**src/rtl/jtag_tap_responder_pkg.sv**
```systemverilog
// Shared TAP definitions: 1149.1 state encoding, default opcodes, helpers.
package jtag_tap_responder_pkg;

  typedef enum logic [3:0] {
    TAP_EXIT2_DR   = 4'h0,
    TAP_EXIT1_DR   = 4'h1,
    TAP_SHIFT_DR   = 4'h2,
    TAP_PAUSE_DR   = 4'h3,
    TAP_SELECT_IR  = 4'h4,
    TAP_UPDATE_DR  = 4'h5,
    TAP_CAPTURE_DR = 4'h6,
    TAP_SELECT_DR  = 4'h7,
    TAP_EXIT2_IR   = 4'h8,
    TAP_EXIT1_IR   = 4'h9,
    TAP_SHIFT_IR   = 4'hA,
    TAP_PAUSE_IR   = 4'hB,
    TAP_RUN_IDLE   = 4'hC,
    TAP_UPDATE_IR  = 4'hD,
    TAP_CAPTURE_IR = 4'hE,
    TAP_RESET      = 4'hF
  } tap_state_e;

  localparam logic [3:0] IR_IDCODE_DEFAULT = 4'b0001;
  localparam logic [3:0] IR_BYPASS_DEFAULT = 4'b1111;
  localparam logic [3:0] IR_USER_DEFAULT   = 4'b1000;

  function automatic logic is_shift(input tap_state_e s);
    return (s == TAP_SHIFT_DR) || (s == TAP_SHIFT_IR);
  endfunction

endpackage

```
**src/rtl/jtag_tap_responder_pin_sync.sv**
```systemverilog
// Synchronises the asynchronous JTAG pins into clk and derives TCK edge strobes.
// All three pins use identical chains so TMS/TDI stay aligned with the TCK edge.
module jtag_tap_responder_pin_sync #(
  parameter int SYNC_STAGES = 2
) (
  input  logic clk,
  input  logic reset,
  input  logic jtag_tck,
  input  logic jtag_tms,
  input  logic jtag_tdi,
  output logic tck_rise,
  output logic tck_fall,
  output logic tms_s,
  output logic tdi_s
);

  logic [SYNC_STAGES-1:0] tck_sync;
  logic [SYNC_STAGES-1:0] tms_sync;
  logic [SYNC_STAGES-1:0] tdi_sync;
  logic                   tck_p1;

  // Synchroniser chains plus one delayed copy of synced TCK for edge detection
  always_ff @(posedge clk or posedge reset) begin
    if (reset) begin
      tck_sync <= '0;
      tms_sync <= '0;
      tdi_sync <= '0;
      tck_p1   <= 1'b0;
    end else begin
      tck_sync <= {tck_sync[SYNC_STAGES-2:0], jtag_tck};
      tms_sync <= {tms_sync[SYNC_STAGES-2:0], jtag_tms};
      tdi_sync <= {tdi_sync[SYNC_STAGES-2:0], jtag_tdi};
      tck_p1   <= tck_sync[SYNC_STAGES-1];
    end
  end

  assign tck_rise = tck_sync[SYNC_STAGES-1] & ~tck_p1;
  assign tck_fall = ~tck_sync[SYNC_STAGES-1] & tck_p1;
  assign tms_s    = tms_sync[SYNC_STAGES-1];
  assign tdi_s    = tdi_sync[SYNC_STAGES-1];

endmodule

```
**src/rtl/jtag_tap_responder.sv**
```systemverilog
// Target-side JTAG TAP with IR, IDCODE, BYPASS and a USER mailbox register,
// clocked entirely by clk with TCK treated as an oversampled data signal.
module jtag_tap_responder
  import jtag_tap_responder_pkg::*;
#(
  parameter int                  IR_WIDTH      = 4,
  parameter logic [31:0]         IDCODE_VALUE  = 32'h10001FFF,
  parameter logic [IR_WIDTH-1:0] IR_IDCODE     = IR_WIDTH'(IR_IDCODE_DEFAULT),
  parameter logic [IR_WIDTH-1:0] IR_USER       = IR_WIDTH'(IR_USER_DEFAULT),
  parameter int                  USER_DR_WIDTH = 32,
  parameter int                  SYNC_STAGES   = 2
) (
  input  logic                     clk,
  input  logic                     reset,
  input  logic                     jtag_tck,
  input  logic                     jtag_tms,
  input  logic                     jtag_tdi,
  output logic                     jtag_tdo,
  output logic                     jtag_tdo_oe,
  input  logic [USER_DR_WIDTH-1:0] user_capture_data,
  output logic [USER_DR_WIDTH-1:0] user_update_data,
  output logic                     user_update_valid,
  output logic [3:0]               tap_state
);

  localparam logic [IR_WIDTH-1:0] IR_CAPTURE = IR_WIDTH'(2'b01);

  logic tck_rise, tck_fall, tms_s, tdi_s;

  jtag_tap_responder_pin_sync #(.SYNC_STAGES(SYNC_STAGES)) u_pin_sync (
    .clk      (clk),
    .reset    (reset),
    .jtag_tck (jtag_tck),
    .jtag_tms (jtag_tms),
    .jtag_tdi (jtag_tdi),
    .tck_rise (tck_rise),
    .tck_fall (tck_fall),
    .tms_s    (tms_s),
    .tdi_s    (tdi_s)
  );

  tap_state_e               state, state_nxt;
  logic [IR_WIDTH-1:0]      ir, ir_sh;
  logic [31:0]              id_sh;
  logic [USER_DR_WIDTH-1:0] user_sh;
  logic                     byp_sh;
  logic                     sel_id, sel_user, dr_lsb;

  // IDCODE wins if both opcodes are ever set equal; anything else is BYPASS
  assign sel_id   = (ir == IR_IDCODE);
  assign sel_user = (ir == IR_USER) && !sel_id;
  assign dr_lsb   = sel_id ? id_sh[0] : (sel_user ? user_sh[0] : byp_sh);
  assign tap_state = state;

  // TAP state register, advanced only on the synced TCK rise
  always_ff @(posedge clk or posedge reset) begin
    if (reset)         state <= TAP_RESET;
    else if (tck_rise) state <= state_nxt;
  end

  // IEEE 1149.1 next-state function on synced TMS
  always_comb begin
    state_nxt = state;
    case (state)
      TAP_RESET:      state_nxt = tms_s ? TAP_RESET     : TAP_RUN_IDLE;
      TAP_RUN_IDLE:   state_nxt = tms_s ? TAP_SELECT_DR : TAP_RUN_IDLE;
      TAP_SELECT_DR:  state_nxt = tms_s ? TAP_SELECT_IR : TAP_CAPTURE_DR;
      TAP_CAPTURE_DR: state_nxt = tms_s ? TAP_EXIT1_DR  : TAP_SHIFT_DR;
      TAP_SHIFT_DR:   state_nxt = tms_s ? TAP_EXIT1_DR  : TAP_SHIFT_DR;
      TAP_EXIT1_DR:   state_nxt = tms_s ? TAP_UPDATE_DR : TAP_PAUSE_DR;
      TAP_PAUSE_DR:   state_nxt = tms_s ? TAP_EXIT2_DR  : TAP_PAUSE_DR;
      TAP_EXIT2_DR:   state_nxt = tms_s ? TAP_UPDATE_DR : TAP_SHIFT_DR;
      TAP_UPDATE_DR:  state_nxt = tms_s ? TAP_SELECT_DR : TAP_RUN_IDLE;
      TAP_SELECT_IR:  state_nxt = tms_s ? TAP_RESET     : TAP_CAPTURE_IR;
      TAP_CAPTURE_IR: state_nxt = tms_s ? TAP_EXIT1_IR  : TAP_SHIFT_IR;
      TAP_SHIFT_IR:   state_nxt = tms_s ? TAP_EXIT1_IR  : TAP_SHIFT_IR;
      TAP_EXIT1_IR:   state_nxt = tms_s ? TAP_UPDATE_IR : TAP_PAUSE_IR;
      TAP_PAUSE_IR:   state_nxt = tms_s ? TAP_EXIT2_IR  : TAP_PAUSE_IR;
      TAP_EXIT2_IR:   state_nxt = tms_s ? TAP_UPDATE_IR : TAP_SHIFT_IR;
      TAP_UPDATE_IR:  state_nxt = tms_s ? TAP_SELECT_DR : TAP_RUN_IDLE;
    endcase
  end

  // Instruction register: loaded at Update-IR, forced to IDCODE on entering Test-Logic-Reset
  always_ff @(posedge clk or posedge reset) begin
    if (reset) begin
      ir <= IR_IDCODE;
    end else if (tck_rise) begin
      if (state_nxt == TAP_RESET)     ir <= IR_IDCODE;
      else if (state == TAP_UPDATE_IR) ir <= ir_sh;
    end
  end

  // Capture/shift of IR and data shifters, acting on the pre-advance state
  always_ff @(posedge clk) begin
    if (tck_rise) begin
      case (state)
        TAP_CAPTURE_IR: ir_sh <= IR_CAPTURE;
        TAP_SHIFT_IR:   ir_sh <= {tdi_s, ir_sh[IR_WIDTH-1:1]};
        TAP_CAPTURE_DR: begin
          if (sel_id)        id_sh   <= IDCODE_VALUE;
          else if (sel_user) user_sh <= user_capture_data;
          else               byp_sh  <= 1'b0;
        end
        TAP_SHIFT_DR: begin
          if (sel_id)        id_sh   <= {tdi_s, id_sh[31:1]};
          else if (sel_user) user_sh <= {tdi_s, user_sh[USER_DR_WIDTH-1:1]};
          else               byp_sh  <= tdi_s;
        end
        default: ;
      endcase
    end
  end

  // USER update register and its one-clk valid pulse
  always_ff @(posedge clk or posedge reset) begin
    if (reset) begin
      user_update_data  <= '0;
      user_update_valid <= 1'b0;
    end else begin
      user_update_valid <= 1'b0;
      if (tck_rise && (state == TAP_UPDATE_DR) && sel_user) begin
        user_update_data  <= user_sh;
        user_update_valid <= 1'b1;
      end
    end
  end

  // TDO launched on the synced TCK fall so it is stable at the initiator's next rise
  always_ff @(posedge clk or posedge reset) begin
    if (reset) begin
      jtag_tdo    <= 1'b0;
      jtag_tdo_oe <= 1'b0;
    end else if (tck_fall) begin
      if (is_shift(state)) begin
        jtag_tdo    <= (state == TAP_SHIFT_IR) ? ir_sh[0] : dr_lsb;
        jtag_tdo_oe <= 1'b1;
      end else begin
        jtag_tdo    <= 1'b0;
        jtag_tdo_oe <= 1'b0;
      end
    end
  end

endmodule

```
**config.mk**
```make
export PLATFORM = sky130hd
export DESIGN_NAME = jtag_tap_responder
export DESIGN_NICKNAME = d
export VERILOG_FILES = /design/src/rtl/jtag_tap_responder_pkg.sv /design/src/rtl/jtag_tap_responder_pin_sync.sv /design/src/rtl/jtag_tap_responder.sv
export SDC_FILE = /design/constraint.sdc
export NUM_CORES = 1
export LEC_CHECK = 0
export ABC_AREA = 1
export BUFFER_PORTS_ARGS = -buffer_cell sky130_fd_sc_hd__buf_4
export CORE_ASPECT_RATIO = 0.75
export CORE_MARGIN = 2
export CORE_UTILIZATION = 50
export DETAILED_ROUTE_END_ITERATION = 8
export PLACE_DENSITY = 0.75
export SLEW_MARGIN = 20
export SYNTH_ARGS = -nofsm -noshare
export SYNTH_HDL_FRONTEND = slang
export SYNTH_SLANG_ARGS = --single-unit
export TNS_END_PERCENT = 20
```
**constraint.sdc**
```tcl
create_clock -name clk -period 2.8 [get_ports clk]
set_clock_uncertainty 0.15 [all_clocks]
set_input_delay 0.28 -clock clk [delete_from_list [all_inputs] [get_ports clk]]
set_output_delay 0.28 -clock clk [all_outputs]
set_load 0.02 [all_outputs]
```
==> summary.txt <==
Clocking
  • Worst-Skew Late Latency: 0.41 ns
  • Clock Sinks: 119
  • Root buffer cell: clkbuf_16
  • H-tree depth: 4
  • # Post-CTS Setup Buffers: 0
  • Worst-path clk slew: 0.05 ns
  • CTS resizes: 0
  • Max clock buf depth: 2
  • CTS tree: done
  • Number of CTS-inserted buffers: 17

Timing
  • WHS: 0.0141 ns
  • Final worst setup slack: 0.519 ns
  • Post-route clock period utilization: 81.5%
  • Final Critical Period: 2.28 ns
  • FMAX: 438 MHz
  • Worst-Margin Slew: 0.952 ns
  • Endpoints failing setup: 0
  • Final Slew Violations: 0
  • Final setup TNS: 0 ns
  • Fin. Hold Viols: 0
  • RSZ-0062 raised after global routing: false
  • Rel. slew slack: 35.9%

Pwr
  • Gate power share: 17.9%
  • VDD IR max: 0.528 mV
  • Power share of the sequential group: 41.4%
  • P_int: 3.88 mW
  • Clock power frac: 40.6%
  • Net switching power figure: 1.42 mW
  • Total chip power: 5.29 mW
  • Static Leakage: 2.88 nW
  • P per Cell Area: 858 nW/um^2
  • Switch share: 26.7%

Setup path
  • Crit path DAT: 2.28 ns
  • Worst setup EP type: flop
  • WP buf/inv: 2
  • Critical path peak fanout: 40
  • Reg-to-Reg Start: tap_state[1]
  • Crit-path max cell delay: 0.57 ns
  • Critical path launch point type: flop
  • CP top delay family: simple AND/OR/NAND/NOR gates
  • Worst-path cell chain: inv_2, nor2_2, nand3_2, buf_4, nand2_1, o21ai_1
  • Worst path required time: 2.79 ns
  • CP Launch Point: tap_state[1]
  • CP max-delay cell: dfstp_2
  • Type of the worst setup path: reg2reg

Global route
  • Global Route Usage Sum: 20.5%
  • Largest net degree at the start of global routing: 66
  • Vias in the first global route: 3176
  • Global-route wire length before repair: 15.8 mm
  • Gr ovfl total: 0
  • Initial antenna violation count: 0

Place
  • I/O Buffers: 75
  • DPL Wire Length: 6.01 mm
  • Inst Count DP: 639
  • GPL Wtd Cong: 0.820
  • Setup WS pre-CTS: 0.504 ns
  • Post-DP Area: 5490 sq um

Floorplan
  • Vert. Die Dim: 88.7 microns
  • Die area: 10400 sq um
  • Core area: 9160 sq um
  • Initial core utilization: 52.2%
  • Chip width: 117 microns
  • FP Rows: 30
  • IO Count: 76

Final layout
  • Most common cell after layout, fill and taps aside: nand2_1
  • ANT cells: 0
  • Most frequent cells in the layout: 99 x nand2_1, 83 x buf_4, 69 x edfxtp_1, 65 x o21ai_1, 64 x inv_1
  • Final nets: 576
  • Share of cells above drive strength 1: 24.0%
  • Area delta synth->final: 29.1%
  • Layout Cells excl Fill: 679
  • Post-route cell area: 6170 sq um
  • Fin util: 67.4%

Yosys
  • Yosys cell types: 26
  • Seq cells post-synth: 119
  • Synthesized net count: 483
  • Sequential area share after synthesis: 69.6%
  • Post-Syn Area: 4780 sq um
  • YS warnings: 0
  • Gate count of the mapped netlist: 446
  • Mean Syn Cell Area: 10.7 sq um

Routing
  • Vias per cell: 4.85
  • Average wire per standard cell: 13.9 microns
  • Final WL: 9.43 mm
  • Routed vias: 3294
  • Iteration-0 DRC Markers: 171
  • Detailed Routing Iterations Pass 1: 4
  • DR DRC count: 0
  • Post-route ant nets: 0

Status
  • Status: finished, final reports clean

Job
  • Max-cap violations: 0

Worst hold path
  • HP Class: in2reg
  • Hold_sp: user_capture_data[26]
-- power by group through the flow --
| stage | combinational [mW] | sequential, mW | clock [mW] |
|---|---|---|---|
| after floorplan | 0.387 | 2.38 | 0 |
| after global placement | 0.907 | 2.21 | 0 |
| after detailed placement | 0.932 | 2.22 | 0 |
| after CTS | 0.954 | 2.19 | 2.18 |
| after global routing | 1.05 | 2.21 | 2.27 |
| final | 0.948 | 2.19 | 2.15 |
-- worst reg2reg max path: cells and delay by family (launching register included) --
| family | cells | cell delay [ns] |
|---|---|---|
| flip-flops | 1 | 0.57 |
| buffers and inverters | 2 | 0.51 |
| AND/OR/NAND/NOR | 3 | 0.72 |
| AO/OA/AOI/OAI | 1 | 0.07 |
-- kinds of logic after synthesis --
| kind of cell | after synthesis | share of synthesized area (%) |
|---|---|---|
| flip-flops | 119 | 69.6 |
| AND/OR/NAND/NOR | 169 | 15.7 |
| buffers and inverters | 85 | 6.96 |
| AO/OA/AOI/OAI | 73 | 7.72 |
-- registers in the layout, summed over array words and instances, names as in the netlist --
signal               count
u_pin_sync.tck_sync      2
user_update_valid        1
jtag_tdo                 1
ir_sh                    4
id_sh                   32
u_pin_sync.tms_sync      2
u_pin_sync.tdi_sync      2
ir                       4
jtag_tdo_oe              1
user_sh                 32
u_pin_sync.tck_p1        1
byp_sh                   1
tap_state                4
user_update_data        32
-- metal layers --
metal	GRT usage, %	share of wire (%)	vias to the layer above
li1	-	-	1640
met1	27.9	46	1549
met2	30.7	46	80
met3	5.89	5.3	25
met4	10.1	2.4	0
met5	0	0	-
-- synthesized netlist by cell type --
cell,number,share of area (%)
nand4_1,4,0.52
dfstp_2,5,2.7
o21ai_0,5,0.52
nor2_1,33,2.6
buf_2,11,1.2
nand3_2,1,0.21
nor4_1,1,0.13
nand2_4,3,0.71
nor2_4,2,0.47
nand2_1,99,7.8
nor3_1,1,0.10
nor3_2,1,0.21
inv_1,65,5.1
o22ai_1,1,0.13
dfrtp_1,45,24
o21ai_1,65,6.8
a21o_1,1,0.16
a21oi_1,1,0.10
inv_2,2,0.16
nor2_2,2,0.26
or2_1,14,1.8
clkbuf_1,6,0.47
buf_1,1,0.078
nand3_1,7,0.73
edfxtp_1,69,43
or2_2,1,0.13
-- path summary, 6_finish.rpt --
check | to | slack, ns | depth (start not counted)
min reg2reg | u_pin_sync.tck_sync[1] | 0.19 | 0
min in group asynchronous | user_update_valid | 0.42 | 3
min | user_sh[26] | 0.01 | 3
max | user_sh[15] | 0.52 | 6
max reg2reg | user_sh[15] | 0.52 | 6
max in group asynchronous | ir[2] | 1.46 | 4
-- area by class of cell --
type	instances	area, sq um
timing repair buffer	92	713
inverter	67	251
fill	710	2990
clock buffer	21	460
sequential	119	3330
tap	128	160
multi-input combinational	242	1130
clock inverter	10	128
-- what timing repair did --
item                                    4_1_cts  5_1_grt
hold endpoints to repair                     34        1
hold buffers                                  8        1
endpoints found under the setup margin        0        0
Power figures use the tool's default switching activity.
